<file path="src/rtl/pwm_compare_stage.sv">
// PWM compare stage: double-buffered duty compare against the free-running
// count, driving complementary high/low-side outputs with programmable dead-time.
module pwm_compare_stage #(
   parameter int n    = 8,
   parameter int DT_W = 4
) (
   input  logic            in_clk,
   input  logic            in_nres,
   input  logic [n-1:0]    in_count,
   input  logic            in_done,
   input  logic            in_enable,
   input  logic [n-1:0]    in_duty,
   input  logic            in_duty_valid,
   output logic            out_duty_ready,
   input  logic [DT_W-1:0] in_deadtime,
   output logic            out_pwm_h,
   output logic            out_pwm_l,
   output logic            out_period_start,
   output logic [n-1:0]    out_duty_active
);

   typedef enum logic [2:0] {
      IDLE,
      H_ON,
      L_ON,
      DT_TO_H,
      DT_TO_L
   } state_t;

   state_t          state;
   state_t          state_nxt;
   logic [DT_W-1:0] dt_cnt;
   logic [DT_W-1:0] dt_cnt_nxt;
   logic            pending_full;
   logic [n-1:0]    pending;
   logic            raw_q;
   logic            handshake;

   assign out_duty_ready = ~pending_full;
   assign handshake      = in_duty_valid & out_duty_ready;

   // A new duty value only reaches the comparator at a period boundary.
   // NOTE: sequential state uses non-blocking assignments so every flop samples pre-edge values.
   always_ff @(posedge in_clk or negedge in_nres) begin
      if (!in_nres) begin
         pending_full    <= 1'b0;
         pending         <= '0;
         out_duty_active <= '0;
      end else if (in_done && pending_full) begin
         out_duty_active <= pending;
         pending_full    <= 1'b0;
      end else if (handshake) begin
         pending      <= in_duty;
         pending_full <= 1'b1;
      end
   end

   always_ff @(posedge in_clk or negedge in_nres) begin
      if (!in_nres) begin
         raw_q            <= 1'b0;
         out_period_start <= 1'b0;
      end else begin
         raw_q            <= (in_count < out_duty_active);
         out_period_start <= in_done;
      end
   end

   always_ff @(posedge in_clk or negedge in_nres) begin
      if (!in_nres) begin
         state  <= IDLE;
         dt_cnt <= '0;
      end else begin
         state  <= state_nxt;
         dt_cnt <= dt_cnt_nxt;
      end
   end

   // NOTE: hold-current defaults make every path assign both outputs, so no latch is inferred.
   always_comb begin
      state_nxt  = state;
      dt_cnt_nxt = dt_cnt;
      if (!in_enable) begin
         state_nxt = IDLE;
      end else begin
         case (state)
            IDLE: state_nxt = raw_q ? H_ON : L_ON;
            L_ON: begin
               if (raw_q) begin
                  if (in_deadtime == '0) begin
                     state_nxt = H_ON;
                  end else begin
                     state_nxt  = DT_TO_H;
                     dt_cnt_nxt = in_deadtime - DT_W'(1);
                  end
               end
            end
            H_ON: begin
               if (!raw_q) begin
                  if (in_deadtime == '0) begin
                     state_nxt = L_ON;
                  end else begin
                     state_nxt  = DT_TO_L;
                     dt_cnt_nxt = in_deadtime - DT_W'(1);
                  end
               end
            end
            // A compare reversal during dead-time returns to the side still safely off.
            DT_TO_H: begin
               if (!raw_q)              state_nxt  = L_ON;
               else if (dt_cnt == '0)   state_nxt  = H_ON;
               else                     dt_cnt_nxt = dt_cnt - DT_W'(1);
            end
            DT_TO_L: begin
               if (raw_q)               state_nxt  = H_ON;
               else if (dt_cnt == '0)   state_nxt  = L_ON;
               else                     dt_cnt_nxt = dt_cnt - DT_W'(1);
            end
            default: state_nxt = IDLE;
         endcase
      end
   end

   always_comb begin
      out_pwm_h = 1'b0;
      out_pwm_l = 1'b0;
      case (state)
         H_ON:    out_pwm_h = 1'b1;
         L_ON:    out_pwm_l = 1'b1;
         default: ;
      endcase
   end

endmodule

</file>
<file path="config.mk">
export PLATFORM = sky130hd
export DESIGN_NAME = pwm_compare_stage
export DESIGN_NICKNAME = d
export VERILOG_FILES = /design/src/rtl/pwm_compare_stage.sv
export SDC_FILE = /design/constraint.sdc
export NUM_CORES = 1
export LEC_CHECK = 0
export ABC_CLOCK_PERIOD_IN_PS = 2100
export CAP_MARGIN = 20
export CORE_UTILIZATION = 30
export CTS_BUF_LIST = sky130_fd_sc_hd__clkbuf_4 sky130_fd_sc_hd__clkbuf_8
export DETAILED_ROUTE_END_ITERATION = 8
export PLACE_DENSITY = 0.55
export SLEW_MARGIN = 25
export SYNTH_ARGS = -nofsm -noshare
export SYNTH_HDL_FRONTEND = slang
export SYNTH_SLANG_ARGS = --single-unit
</file>
<file path="constraint.sdc">
create_clock -name in_clk -period 2.1 [get_ports in_clk]
set_clock_uncertainty 0.2 [all_clocks]
set_input_delay 0.42 -clock in_clk [delete_from_list [all_inputs] [get_ports in_clk]]
set_output_delay 0.42 -clock in_clk [all_outputs]
set_load 0.01 [all_outputs]
</file>
### Word-level counts from Yosys, hierarchy flattened

Cells that the tools add are included.

| word-level totals | value |
|---|---|
| logic and storage cells | 56 |
| output and inout bits | 12 |
| bits of input ports | 25 |
| flip-flop bits (word level) | 26 |

| operators by class | value |
|---|---|
| magnitude comparators | 1 |
| eq/ne operators | 12 |
| bitwise operators | 3 |
| reduce and logical (&&, ||, !) cells | 9 |
| mux-type cells | 22 |
| add/subtract/negate cells | 2 |

Operators by type and width:

| kind | count |
|---|---|
| $mux 3 | 8 |
| $mux 4 | 6 |
| $pmux 4 s4 | 1 |
| $pmux 3 s5 | 1 |
| $logic_not 4->1 | 2 |
| $lt 8x8->1 | 1 |
| $ne 2x2->1 const B | 4 |
| $ne 4x4->1 const B | 2 |
| $sub 4x1->4 const B | 2 |
| $eq 3x2->1 const B | 2 |
| $ne 3x3->1 const B | 2 |
| $reduce_and 6->1 | 1 |
| $mux 1 | 4 |
| $mux 2 | 2 |
| $reduce_and 4->1 | 1 |
| $reduce_bool 4->1 | 1 |
| $eq 3x1->1 const B | 1 |
| $eq 3x3->1 const B | 1 |
| $logic_not 3->1 | 1 |
| $not 1->1 | 2 |
| $reduce_and 2->1 | 1 |
| $reduce_bool 2->1 | 1 |
| $and 1x1->1 | 1 |
| $logic_and 1x1->1 | 1 |

### Logic depth before layout (Yosys ltp)

| logic depth | value |
|---|---|
| depth after elaboration | 5 |
| depth in mapped cells | 8 |
| mapped depth without buffers | 7 |

### Least setup slack after synthesis

OpenSTA, ideal clock, no wires.

| path | value |
|---|---|
| path type | reg2reg |
| from | reg state[1] |
| to | reg dt_cnt[3] |
| data arrival time | 1691 ps |
| path slack | 90 ps |
| library setup time | 119 ps |
| buffers on the path | 1 |
| required time | 1781 ps |
| stages on the path, launching flop included | 7 |
| period minus slack after synthesis | 2010 ps |
| cell sequence | dfrtp_1 > buf_6 > or4b_4 > a32oi_4 > mux2i_1 > o21ai_1 > o21a_1 |

| between the ends | value |
|---|---|
| longest elaborated chain between the ends | 3 |
| elaborated cells between the ends (all ways) | 11 |
| those cells by class | 8 x eq/ne; 1 x mux; 2 x reduce/logical |

Ends and longest elaborated chain:

| element | line | RTL |
|---|---|---|
| start, declared | 30 | `state_t state;` |
| start signal, assigned | 73 | `state <= state_nxt;` |
| $eq 3x2->1 (tied with other cells) | 85 | `case (state)` |
| $reduce_bool 4->1 (no line) or $ne 2x2->1 (tied branches) | -- |  |
| $reduce_and 6->1 (no line) | -- |  |
| end signal, assigned | 74 | `dt_cnt <= dt_cnt_nxt;` |
| end, declared | 32 | `logic [DT_W-1:0] dt_cnt;` |

Several ways; a longest one is shown, not always the timed one.
A chain may end at the register's enable or synchronous reset.

### Worst setup path in the final report

| path | value |
|---|---|
| from | reg state[2] |
| to | reg dt_cnt[3] |

Same word-level chain as after synthesis.

==> key figures <==
Placed design
  • IO buf count: 36
  • HPWL after DPL: 2480 um
  • # placed instances: 248
  • DP Area: 0.00202 sq mm
  • Pre-CTS setup slack: -0.228 ns
  • Placer Congestion: 0.754

Timing
  • Worst-Margin Slew: 0.390 ns
  • Final Max Slew Viols: 0
  • Unrepaired setup endpoints after global routing: yes
  • Hold WS: 0.309 ns
  • Final worst slack: -0.0283 ns
  • Final TNS setup: -0.0283 ns
  • FMAX: 470 MHz
  • Final period util: 101%
  • Crit path time final: 2.13 ns
  • Final setup violation count: 1
  • Count of final hold-check violations: 0
  • Slew margin rel.: 73.9%

Clock tree
  • # clock sinks: 26
  • CTS tree: done
  • Max Buffers Root-to-Sink: 2
  • H-tree depth: 1
  • CTS clk-pin slew, worst paths: 0.08 ns
  • CTS Buf Count: 3
  • Skew-Pair Late Insertion Delay: 0.27 ns
  • Root buffer cell: clkbuf_8

Pwr
  • Gate power share: 49.7%
  • Psw: 757 uW
  • Total power after layout: 2.17 mW
  • Sw Share: 34.9%
  • Cell Int Power: 1.41 mW
  • Flop pwr share: 37.5%
  • P_leak: 0.977 nW
  • Clock share of power: 12.8%
  • VDD IR max: 0.439 mV
  • P per Cell Area: 1020 mW/mm^2

Floorplan
  • Core area: 0.00472 sq mm
  • Initial core utilization: 31.1%
  • Row Count: 25
  • Die area: 0.00518 sq mm
  • Die H: 72.0 um
  • Num ports: 37
  • Die width: 72.0 um

Drt
  • Routed WL: 3210 um
  • Drt initial violations: 28
  • DRC errors left: 0
  • Antenna Nets Post-Route: 0
  • Wirelength per Cell: 12.5 um
  • DR vias/cell: 4.62
  • DRT Pass-1 Iters: 4
  • Via count: 1183

Run status
  • Violated checks: negative setup slack
  • Outcome: finished with violations

Synthesis
  • Mapped Nets: 164
  • Sequential share of the synthesized area: 44.3%
  • Synth area leader: dfrtp_1
  • Largest cells by area after synthesis: dfrtp_1 44%, mux2_2 12%, ha_1 6.8%, mux2i_1 2.7%, inv_1 2.6%
  • FF+latch count, synth: 26
  • Top cell type's share of synthesized area: 44.3%
  • Mean post-synth cell area: 11.2 sq um
  • Ys Warns: 0
  • Cell Area, Synth: 0.00147 sq mm
  • Synth Instances: 131
  • Ys flop type: dfrtp_1
  • Synth cell types: 40
  • Post-synth EDFFs: 0
  • Asr flop ratio synth: 100%

Setup path
  • Max stage delay on crit path: 0.42 ns
  • Crit start category: register
  • Crit end category: register
  • Crit-path cells: buf_6 -> nor3b_4 -> buf_4 -> or4_4 -> a32oi_4 -> mux2i_1 -> o21ai_1 -> o21a_1
  • Arrival time at the worst endpoint: 2.09 ns
  • Worst Path Max Fanout: 5
  • Crit Path Class: register to register
  • Crit-path slowest cell: or4_4
  • Critical Path RT: 2.06 ns

Final layout
  • # diodes: 0
  • Layout Utilization: 45.1%
  • Share of cells above drive strength 1: 28.6%
  • Non-Filler Instances: 256
  • Most common cell after layout, fill and taps aside: clkdlybuf4s50_1
  • Post-route cell area: 0.00213 sq mm
  • Fill cells: 448
  • Area Growth Syn to Fin: 44.9%
  • Most frequent cells in the layout: 32 x clkdlybuf4s50_1, 25 x dfrtp_1, 21 x buf_4
  • Final nets: 224

Global route
  • Congestion Overflow GR: 0
  • All-Layer GR Usage: 13.6%
  • Vias in the first global route: 1254
  • Largest net degree at the start of global routing: 27
  • Initial antenna violation count: 0
  • Global-route wire length before repair: 5500 um

Run
  • Max-cap violations: 0

Hold path
  • Worst hold path type: input pin to asynchronous set/reset pin
cell families after synthesis:
kind of cell	after synthesis	share of synthesized area, %
compound gates	25	13.5
xor+xnor	1	0.596
fa+ha+maj	8	6.81
buf+inv	14	4.43
flops	26	44.3
mux	22	16.5
simple gates	35	13.9
worst max-delay path, delay by kind of cell, from the launching register on:
| family | cells | cell delay (ns) |
|---|---|---|
| DFF | 1 | 0.40 |
| buffers and inverters | 2 | 0.26 |
| muxes | 1 | 0.21 |
| and+or+nand+nor | 2 | 0.58 |
| AOI/OAI and AO/OA | 3 | 0.37 |
final timing paths:
check	startpoint	to	slack, ns	cells past startpoint
worst max register to register	state[2]	dt_cnt[3]	-0.03	8
worst min register to register	pending[0]	pending[0]	0.31	1
max in group asynchronous	in_nres	state[0]	1.12	2
min in group in_clk	pending[0]	pending[0]	0.31	1
worst max-delay path	state[2]	dt_cnt[3]	-0.03	8
worst min-delay path	in_nres	out_duty_active[3]	0.31	2
sequential cells by signal, summed over array words and instances, names as in the netlist:
register,cells
pending,8
state,3
out_period_start,1
dt_cnt,4
raw_q,1
out_duty_active,8
pending_full,1
layer usage:
| metal | vias up | global-route usage (%) | wire length, um |
|---|---|---|---|
| met4 | 0 | 3.92 | 29 |
| li1 | 582 | - | - |
| met1 | 563 | 16.3 | 1360 |
| met2 | 34 | 25.2 | 1650 |
| met5 | - | 0 | 0 |
| met3 | 4 | 2.36 | 167 |
synth_stat cells (2+ instances only):
library cell	instances
a21o_1	3
a21oi_1	5
and3_1	2
dfrtp_1	26
ha_1	8
inv_1	10
mux2_1	2
mux2_2	16
mux2i_1	4
nand2_1	10
nand2b_1	2
nor2_1	7
nor3_1	2
nor4_1	2
o21a_1	2
o21ai_0	2
o21ai_1	5
cell type report:
type | instances | area [sq um] | share of cell area [%]
Multi-Input combinational cell | 91 | 774 | 36.4
Sequential cell | 26 | 652 | 30.6
Timing Repair Buffer | 59 | 539 | 25.3
Tap cell | 67 | 83.8 | 3.94
Clock buffer | 3 | 41.3 | 1.94
Inverter | 10 | 37.5 | 1.76
power groups by stage:
stage | Clock [mW] | Sequential [mW] | Combinational, mW
floorplan | 0 | 0.816 | 0.597
global placement | 0 | 0.810 | 1.02
detailed placement | 0 | 0.823 | 1.06
CTS | 0.289 | 0.816 | 1.07
global route | 0.314 | 0.844 | 1.20
finish | 0.277 | 0.813 | 1.08
timing repair:
item	in CTS	in global routing
buffers inserted	1	4
resized for setup	7	7
endpoints found under the hold margin	0	0
hold buffers	0	0
cloned	0	0
pin swaps	0	2
setup endpoints to repair	3	3
Power figures use the tool's default switching activity.
